==> config.mk <==
export PLATFORM = sky130hd
export DESIGN_NAME = ula_seq
export DESIGN_NICKNAME = d
export VERILOG_FILES = /design/src/rtl/ula_seq.sv
export SDC_FILE = /design/constraint.sdc
export NUM_CORES = 1
export LEC_CHECK = 0
export BUFFER_PORTS_ARGS = -buffer_cell sky130_fd_sc_hd__buf_4
export CELL_PAD_IN_SITES_DETAIL_PLACEMENT = 0
export CELL_PAD_IN_SITES_GLOBAL_PLACEMENT = 1
export CORE_MARGIN = 2
export CORE_UTILIZATION = 33
export CTS_CLUSTER_DIAMETER = 150
export DETAILED_ROUTE_END_ITERATION = 8
export PLACE_DENSITY_LB_ADDON = 0.1
export SYNTH_ARGS = -nofsm -noshare
export SYNTH_HDL_FRONTEND = slang
export SYNTH_SLANG_ARGS = --single-unit
==> constraint.sdc <==
create_clock -name clk -period 1.6 [get_ports clk]
set_input_delay 0.16 -clock clk [delete_from_list [all_inputs] [get_ports clk]]
set_output_delay 0.16 -clock clk [all_outputs]
set_load 0.005 [all_outputs]
==> src/rtl/ula_seq.sv <==
// Sequencer feeding a combinational ULA: registers one request, holds it for one
// execute cycle, then captures result, zero flag and accumulator for a valid/ready consumer.
module ula_seq #(
  parameter int WIDTH = 9
) (
  input  logic             clk,
  input  logic             rst_n,
  input  logic             in_valid,
  output logic             in_ready,
  input  logic [2:0]       in_op,
  input  logic             in_acc,
  input  logic [WIDTH-1:0] in_a,
  input  logic [WIDTH-1:0] in_b,
  output logic [WIDTH-1:0] srcA,
  output logic [WIDTH-1:0] srcB,
  output logic [3:0]       ula_control,
  input  logic [WIDTH-1:0] ula_result,
  output logic             out_valid,
  input  logic             out_ready,
  output logic [WIDTH-1:0] out_result,
  output logic             out_zero,
  output logic             out_illegal,
  output logic [WIDTH-1:0] acc
);

  typedef enum logic [1:0] {IDLE, EXEC, DONE} state_t;

  state_t           state_q, state_d;
  logic [WIDTH-1:0] srcA_q, srcA_d;
  logic [WIDTH-1:0] srcB_q, srcB_d;
  logic [3:0]       ctrl_q, ctrl_d;
  logic [WIDTH-1:0] res_q, res_d;
  logic             zero_q, zero_d;
  logic             ill_q, ill_d;
  logic [WIDTH-1:0] acc_q, acc_d;
  logic             accept;

  // Opcodes 100 and 101 have no ULA function.
  function automatic logic op_legal(input logic [2:0] op);
    return !(op[2] && !op[1]);
  endfunction

  assign in_ready    = (state_q == IDLE) && rst_n;
  assign out_valid   = (state_q == DONE);
  assign accept      = in_valid && in_ready;
  assign srcA        = srcA_q;
  assign srcB        = srcB_q;
  assign ula_control = ctrl_q;
  assign out_result  = res_q;
  assign out_zero    = zero_q;
  assign out_illegal = ill_q;
  assign acc         = acc_q;

  always_comb begin
    state_d = state_q;
    srcA_d  = srcA_q;
    srcB_d  = srcB_q;
    ctrl_d  = ctrl_q;
    res_d   = res_q;
    zero_d  = zero_q;
    ill_d   = ill_q;
    acc_d   = acc_q;
    case (state_q)
      IDLE: begin
        if (accept) begin
          srcA_d = in_acc ? acc_q : in_a;
          srcB_d = in_b;
          ctrl_d = {1'b0, in_op};
          if (op_legal(in_op)) begin
            state_d = EXEC;
          end else begin
            // Illegal requests skip EXEC and report a zero result directly.
            state_d = DONE;
            ill_d   = 1'b1;
            res_d   = '0;
            zero_d  = 1'b1;
          end
        end
      end
      EXEC: begin
        res_d   = ula_result;
        zero_d  = (ula_result == '0);
        ill_d   = 1'b0;
        acc_d   = ula_result;
        state_d = DONE;
      end
      DONE: begin
        if (out_ready) state_d = IDLE;
      end
      default: state_d = IDLE;
    endcase
  end

  always_ff @(posedge clk) begin
    if (!rst_n) begin
      state_q <= IDLE;
      srcA_q  <= '0;
      srcB_q  <= '0;
      ctrl_q  <= '0;
      res_q   <= '0;
      zero_q  <= 1'b0;
      ill_q   <= 1'b0;
      acc_q   <= '0;
    end else begin
      state_q <= state_d;
      srcA_q  <= srcA_d;
      srcB_q  <= srcB_d;
      ctrl_q  <= ctrl_d;
      res_q   <= res_d;
      zero_q  <= zero_d;
      ill_q   <= ill_d;
      acc_q   <= acc_d;
    end
  end

endmodule

== Word-level counts from Yosys, hierarchy flattened ==
Cells that the tools add are included.

* Flip-flop bits (word level): 43
* Bits of input ports: 35
* Logic and storage cells: 35

* Equal/unequal tests: 5
* Muxes and demuxes: 12
* Reduce and logical (&&, ||, !) cells: 10

{| class="wikitable"
|+ Operator list
! cell !! number
|-
| 2-to-1 mux 9 bit || 3
|-
| case mux 9 bit (2 select lines) || 1
|-
| zero test 9 bit || 1
|-
| 2-to-1 mux 2 bit || 3
|-
| case mux 2 bit (3 select lines) || 1
|-
| inequality test 2 x 1 -> 1 bit (second input constant) || 2
|-
| case mux 1 bit (2 select lines) || 2
|-
| AND reduction 2 bit || 2
|-
| logical AND 1 bit || 3
|-
| AND reduction 3 bit || 1
|-
| equality test 2 x 1 -> 1 bit (second input constant) || 1
|-
| equality test 2 bit (second input constant) || 1
|-
| zero test 2 bit || 1
|-
| 2-to-1 mux 1 bit || 2
|-
| inequality test 2 bit (second input constant) || 1
|-
| nonzero test 2 bit || 1
|-
| zero test 1 bit || 1
|}

== Logic depth before layout (Yosys ltp) ==
Gate-level depths: netlist of the first run.

* Word-level depth: 5
* Gate-level depth with buffers: 5

== Least setup slack after synthesis of the first run ==
No wires, ideal clock.

* Path kind: register -> register
* Start: reg state_q[0]
* End: reg res_q[0] (netlist: out_result[0])
* Setup time: 0.117 ns
* Arrival: 1.055 ns
* Required time: 1.483 ns
* Setup slack: 0.428 ns
* Stages on the path, launching flop included: 6
* Path buffers: 2
* Clock period less this slack: 1.172 ns
* Cells stage by stage: dfxtp_1 > nor2b_1 > buf_6 > and2_1 > buf_6 > a32o_1

* Word-level cells in the longest chain between the ends: 5
* Elaborated cells between the ends (all ways): 9
* Those cells by class: eq/ne (3); mux (1); reduce/logical (5)

{| class="wikitable"
|+ Ends and longest elaborated chain
! element !! line !! source
|-
| start: declaration || 28 || <nowiki>state_t state_q, state_d;</nowiki>
|-
| start signal: assignment || 105 || <nowiki>state_q <= state_d;</nowiki>
|-
| zero test 2 bit || 43, 63 ||
|-
| logical AND 1 bit || 43 || <nowiki>assign in_ready = (state_q == IDLE) && rst_n;</nowiki>
|-
| logical AND 1 bit || 45 || <nowiki>assign accept = in_valid && in_ready;</nowiki>
|-
| inequality test 2 bit (no line) || -- ||
|-
| AND reduction 3 bit (no line) || -- ||
|-
| end signal: assignment || 109 || <nowiki>res_q <= res_d;</nowiki>
|-
| end: declaration || 32 || <nowiki>logic [WIDTH-1:0] res_q, res_d;</nowiki>
|}

Several ways; a longest one is shown, not always the timed one.
A chain may end at the register's enable or synchronous reset.

== Worst setup path in the final report of the first run ==
* Start: reg state_q[1]
* End: out out_valid

* Word-level cells in the longest chain between the ends: 1

{| class="wikitable"
|+ Ends and longest elaborated chain
! element !! line !! source
|-
| equality test 2 bit || 44 || <nowiki>assign out_valid = (state_q == DONE);</nowiki>
|-
| end: declaration || 18 || <nowiki>output logic out_valid,</nowiki>
|}

Every way passes these cells.

==> results of run 1 <==
critical path: cells and delay by family, from the launching register on:
| kind | cells | cell delay (ns) |
|---|---|---|
| buf+inv | 1 | 0.13 |
| flops | 1 | 0.44 |
| simple gates | 1 | 0.20 |
logic make-up (layout without fill, tap and decap cells):
family / count (synthesis) / count (layout) / share of synthesized area, %
AO/OA/AOI/OAI: 44 / 44 / 21.5
buffers and inverters: 16 / 89 / 5.49
flip-flops: 43 / 43 / 49.7
multiplexers: 9 / 9 / 5.21
other: 1 / 1 / 0.217
AND/OR/NAND/NOR: 68 / 68 / 17.9
routing by layer:
metal  vias up  global-route usage, %  wire, µm
met3         2                   4.86       286
met5         -                      0         0
met2        49                   19.7      1670
li1        768                      -         -
met4         0                   4.36        19
met1       674                   22.5      2060
final cells by class:
| type | count | area, µm² |
|---|---|---|
| Timing Repair Buffer | 81 | 621 |
| Multi-Input combinational cell | 122 | 774 |
| Tap cell | 70 | 87.6 |
| Clock buffer | 6 | 82.6 |
| Clock inverter | 1 | 5.00 |
| Sequential cell | 43 | 861 |
| Inverter | 1 | 3.75 |
| Fill cell | 541 | 2640 |
worst min path at each step:
stage,from,depth (start not counted),slack [ns],endpoint
6_report,ula_result[4],2,0.10,out_result[4]$_SDFFE_PN0P_
5_1_grt,ula_result[4],2,0.09,out_result[4]$_SDFFE_PN0P_
4_1_cts,ula_result[7],2,0.09,out_result[7]$_SDFFE_PN0P_
3_5_place_dp,ula_result[4],2,0.40,out_result[4]$_SDFFE_PN0P_
3_3_place_gp,ula_result[7],2,0.39,out_result[7]$_SDFFE_PN0P_
2_1_floorplan,ula_result[0],1,0.29,out_result[0]$_SDFFE_PN0P_
report_power, final:
part	total, mW	internal [mW]	switching (mW)
logic	0.340	0.199	0.142
clock network	0.685	0.339	0.346
registers	1.16	1.13	0.0372
sequential cells by signal (all words and copies together) (netlist names):
signal and count:
acc 9, out_illegal 1, out_result 9, out_zero 1
srcA 9, srcB 9, state_q 2, ula_control 3
cell usage in the layout (no fill, tap or decap), drive strengths merged, types with 2 or more instances in the layout:
| master | count |
|---|---|
| buf | 81 |
| nand2 | 52 |
| nor2 | 2 |
| nor2b | 4 |
| a32o | 9 |
| dfxtp | 43 |
| a21boi | 21 |
| clkbuf | 6 |
| nor4 | 2 |
| a21oi | 2 |
| o211a | 9 |
| nand4b | 2 |
| mux2i | 9 |
==> flow_summary.toml, run 1 <==
[placement]
port_buffers = 77
dp.cells = 317
dpl_cell_area_um2 = 2350
dp_hpwl_um = 2980
place_ws_ns = 0.357
gp_congestion = 0.695

[yosys]
ys_seq_area_share_pct = 49.7
yosysTopAreaCell = "dfxtp_1"
avgSynthCellArea_um2 = 9.56
synth.area.top_cells = "dfxtp_1 (50%), nand2_1 (11%), a32o_1 (5.2%)"
ys_warn_count = 0
synth-edff-count = 0
synth_cells = 181
ys_types = 29
syn-cell-area_um2 = 1730
synth.net_count = 216
synth_seq_cells = 43
synth_top_area_share_pct = 49.7
yosysMostFrequentCell = "nand2_1"
synth_top_flop_cell = "dfxtp_1"
postSynth.asyncResetShare_pct = 0
yosys-top-cells-count = "nand2_1 (52), dfxtp_1 (43), a21boi_1 (11), a21boi_0 (10)"

[final_layout]
n_antenna_cell = 0
drive_gt1_share_pct = 35.0
post-route-util_pct = 48.0
finalNetCount = 289
instances_no_fill = 324
area.growth.synth_to_final_pct = 40.7
fin_area_um2 = 2430

[drt]
drt_iter0_drc = 57
vias = 1493
wl_per_cell_um = 12.4
first_pass_iters = 4
drc_errors = 0
ant_nets = 0
via_per_inst = 4.61
wirelength_um = 4030

[floorplan]
core_um2 = 5070
fp.dieArea_um2 = 5840
initial_utilization_pct = 34.1
die_w_um = 76.4
rows = 26
die_h_um = 76.4
pin_count = 79

[global_route]
grt_max_degree = 32
first_global_vias = 1448
grtUsageTotal_pct = 14.9
overflow = 0
antenna_found_initial = 0
grt_pass1_wl_um = 7070

[worst_setup_path]
r2r-end = "srcA[6]$_SDFFE_PN0P_"
reg2reg_depth = 3
crit_arrival_ns = 1.05
rrSetupSlack_ns = 0.40
worstPathCellList = "nor2b_1 -> buf_4"
crit_path_start_kind = "flip-flop"
crit_type = "reg2out"
path_max_fanout = 8
cpPeakStageDelay_ns = 0.44
slowest_stage = "dfxtp_1"
endpoint_kind = "primary output"
required_ns = 1.44
startpoint = "state_q[1]$_SDFFE_PN0P_"
r2r_start = "state_q[0]$_SDFFE_PN0P_"
endpoint = "out_valid"

[power]
p_total_mw = 2.19
power_density_nw_per_um2 = 899
peakVddDrop_uv = 447
p_leak_nw = 1.15

[clock_tree]
clk_pin_slew_ns = 0.08
clockBufferDepth = 2
cts_buffers = 5
clock_latency_ns = 0.28
cts_tree = "yes"
cts_num_sinks = 43
hold_buffers = 0
clock-root-buffer = "clkbuf_8"
h-tree-depth = 2
post_cts_resized = 0
postCtsSetupRepairBufs = 0

[hold_path]
hold_class = "in2reg"

[status]
status = "completed"

[timing]
whs_ns = 0.102
finalCritPeriodShare_pct = 75.8
setup_viol = 0
finalMaxSlewViolations = 0
finalHoldViolations = 0
finalCriticalPeriod_ns = 1.21
tns_ns = 0
rsz0062_at_grt = "false"
finClkSkew_ns = 0.000916
fmax_mhz = 825
setup_slack_ns = 0.388

[flow_run]
cap_viol_max_count = 0
No activity file was read; power rests on OpenSTA's default activity.
==> run 2: changes to the inputs <==
ABC_AREA = 1   (was unset)
CORE_UTILIZATION = 28   (was 33)
clock period = 1 ns   (was 1.6 ns; I/O delays follow)
==> flow_summary.toml, run 2 <==
[worst_setup_path]
path_max_fanout = 8
crit_type = "reg2reg"
crit_path_start_kind = "flip-flop"
required_ns = 1.19
endpoint_kind = "flip-flop"
crit_arrival_ns = 1.41

[timing]
fmax_mhz = 822
rsz0062_at_grt = "true"
finalHoldViolations = 0
setup_slack_ns = -0.216
finalMaxSlewViolations = 0
finClkSkew_ns = 0.00580
tns_ns = -6.59
finalCriticalPeriod_ns = 1.22
finalCritPeriodShare_pct = 122
maxSlewHeadroom_pct = 60.6
worst_pin_slew_ns = 0.589
setup_viol = 45

[global_route]
overflow = 0
grtUsageTotal_pct = 16.3
grt_pass1_wl_um = 9160
antenna_found_initial = 0
first_global_vias = 1811
grt_max_degree = 23

[clock_tree]
clk_pin_slew_ns = 0.09
cts_num_sinks = 43
cts_tree = "yes"
clockBufferDepth = 2
cts_buffers = 5
clock-root-buffer = "clkbuf_8"
h-tree-depth = 2
hold_buffers = 0
clock_latency_ns = 0.29

[yosys]
yosysMostFrequentCell = "nand2_1"
avgSynthCellArea_um2 = 7.27
synth.area.top_cells = "dfxtp_1 (49%), nand2_1 (13%), a21oi_1 (11%)"
postSynth.asyncResetShare_pct = 0
synth_top_flop_cell = "dfxtp_1"
ys_seq_area_share_pct = 48.5
synth.net_count = 279
yosysTopAreaCell = "dfxtp_1"
ys_types = 17
synth-edff-count = 0
synth_seq_cells = 43
synth_cells = 244
ys_warn_count = 0
yosys-top-cells-count = "nand2_1 (63), dfxtp_1 (43), a21oi_1 (40), nand3_1 (35), inv_1 (16)"
synth_top_area_share_pct = 48.5
syn-cell-area_um2 = 1770

[power]
power_density_nw_per_um2 = 1310
peakVddDrop_uv = 615
p_total_mw = 3.90
p_leak_nw = 1.33

[status]
status = "finished with violations"
violations = "setup timing"

[final_layout]
fin_area_um2 = 2980
area.growth.synth_to_final_pct = 68.1
fill_cells = 649
post-route-util_pct = 47.8
drive_gt1_share_pct = 46.5
layout_commonest_cell = "buf_4"
final_cell_mix = "buf_4 (100), nand2_1 (51), dfxtp_1 (41)"
finalNetCount = 380
n_antenna_cell = 0

[floorplan]
initial_utilization_pct = 28.4
die_w_um = 83.6
rows = 29
pin_count = 79
core_um2 = 6240
fp.dieArea_um2 = 6990
die_h_um = 83.6

[placement]
gp_congestion = 0.759
dpl_cell_area_um2 = 2570
port_buffers = 77
dp_hpwl_um = 3680

[drt]
wirelength_um = 5660
drt_iter0_drc = 53
ant_nets = 0
via_per_inst = 4.49
drc_errors = 0
vias = 1899
first_pass_iters = 4
wl_per_cell_um = 13.4

[hold_path]
hold_class = "in2reg"

[flow_run]
cap_viol_max_count = 0
## run 2: cell type report
type | instances | area, µm² | area share (%)
clock buffer | 6 | 72.6 | 2.43
clock inverter | 2 | 11.3 | 0.378
inverter | 18 | 87.6 | 2.94
multi-input combinational | 168 | 953 | 32.0
sequential | 43 | 868 | 29.1
tap | 77 | 96.3 | 3.23
timing repair buffer | 108 | 876 | 29.4
timing repair inverter | 1 | 16.3 | 0.546
## run 2: metrics by stage
stage	instances	setup WS [ns]	hold slack (ns)
6_report	423	-0.216	0.0111
5_1_grt	423	-0.276	0.00874
4_1_cts	421	-0.214	0.00234
3_5_place_dp	401	-0.113	0.322
3_3_place_gp	401	-0.110	0.320
2_1_floorplan	244	-0.00130	0.184
## run 2: cells by family after synthesis
group                  Yosys count  share of synthesized area (%)
AO/OA/AOI/OAI                   51                           15.0
flip-flops                      43                           48.5
other                            1                          0.211
AND/OR/NAND/NOR                115                           27.6
buffers and inverters           34                           8.60
## run 2: what timing repair did
item	in CTS	in global routing
endpoints found under the setup margin	43	45
buffers inserted	8	3
pin swaps	3	8
gates resized for setup	29	23
cloned	4	0
## run 2: worst paths after layout
path	start	endpoint	slack [ns]	cells past startpoint
min	in_op[2]	state_q[0]$_SDFFE_PN0P_	0.01	2
min reg2reg	srcB[6]$_SDFFE_PN0P_	srcB[6]$_SDFFE_PN0P_	0.47	2
max reg2reg	state_q[1]$_SDFFE_PN0P_	out_result[2]$_SDFFE_PN0P_	-0.22	7
max	state_q[1]$_SDFFE_PN0P_	out_result[2]$_SDFFE_PN0P_	-0.22	7
## run 2: layer usage
metal  vias up  track usage, %  wire, µm
li1       1001               -         -
met1       841            22.1      2790
met2        53            26.4      2590
met3         4            2.77       232
met4         0            4.99        44
met5         -               0         0
## run 2: power by group
group | total [mW] | switching, mW | internal (mW)
Sequential | 1.87 | 0.0674 | 1.81
Combinational | 0.925 | 0.452 | 0.473
Clock | 1.10 | 0.607 | 0.491
Total | 3.90 | 1.13 | 2.77
## run 2: worst max-delay path: stages (launching register included)
cell and delay, ns:
dfxtp_4 0.38, buf_4 0.14, inv_8 0.05, nand2_8 0.14
buf_12 0.13, nand2_8 0.08, a21oi_1 0.13, nor2_1 0.06
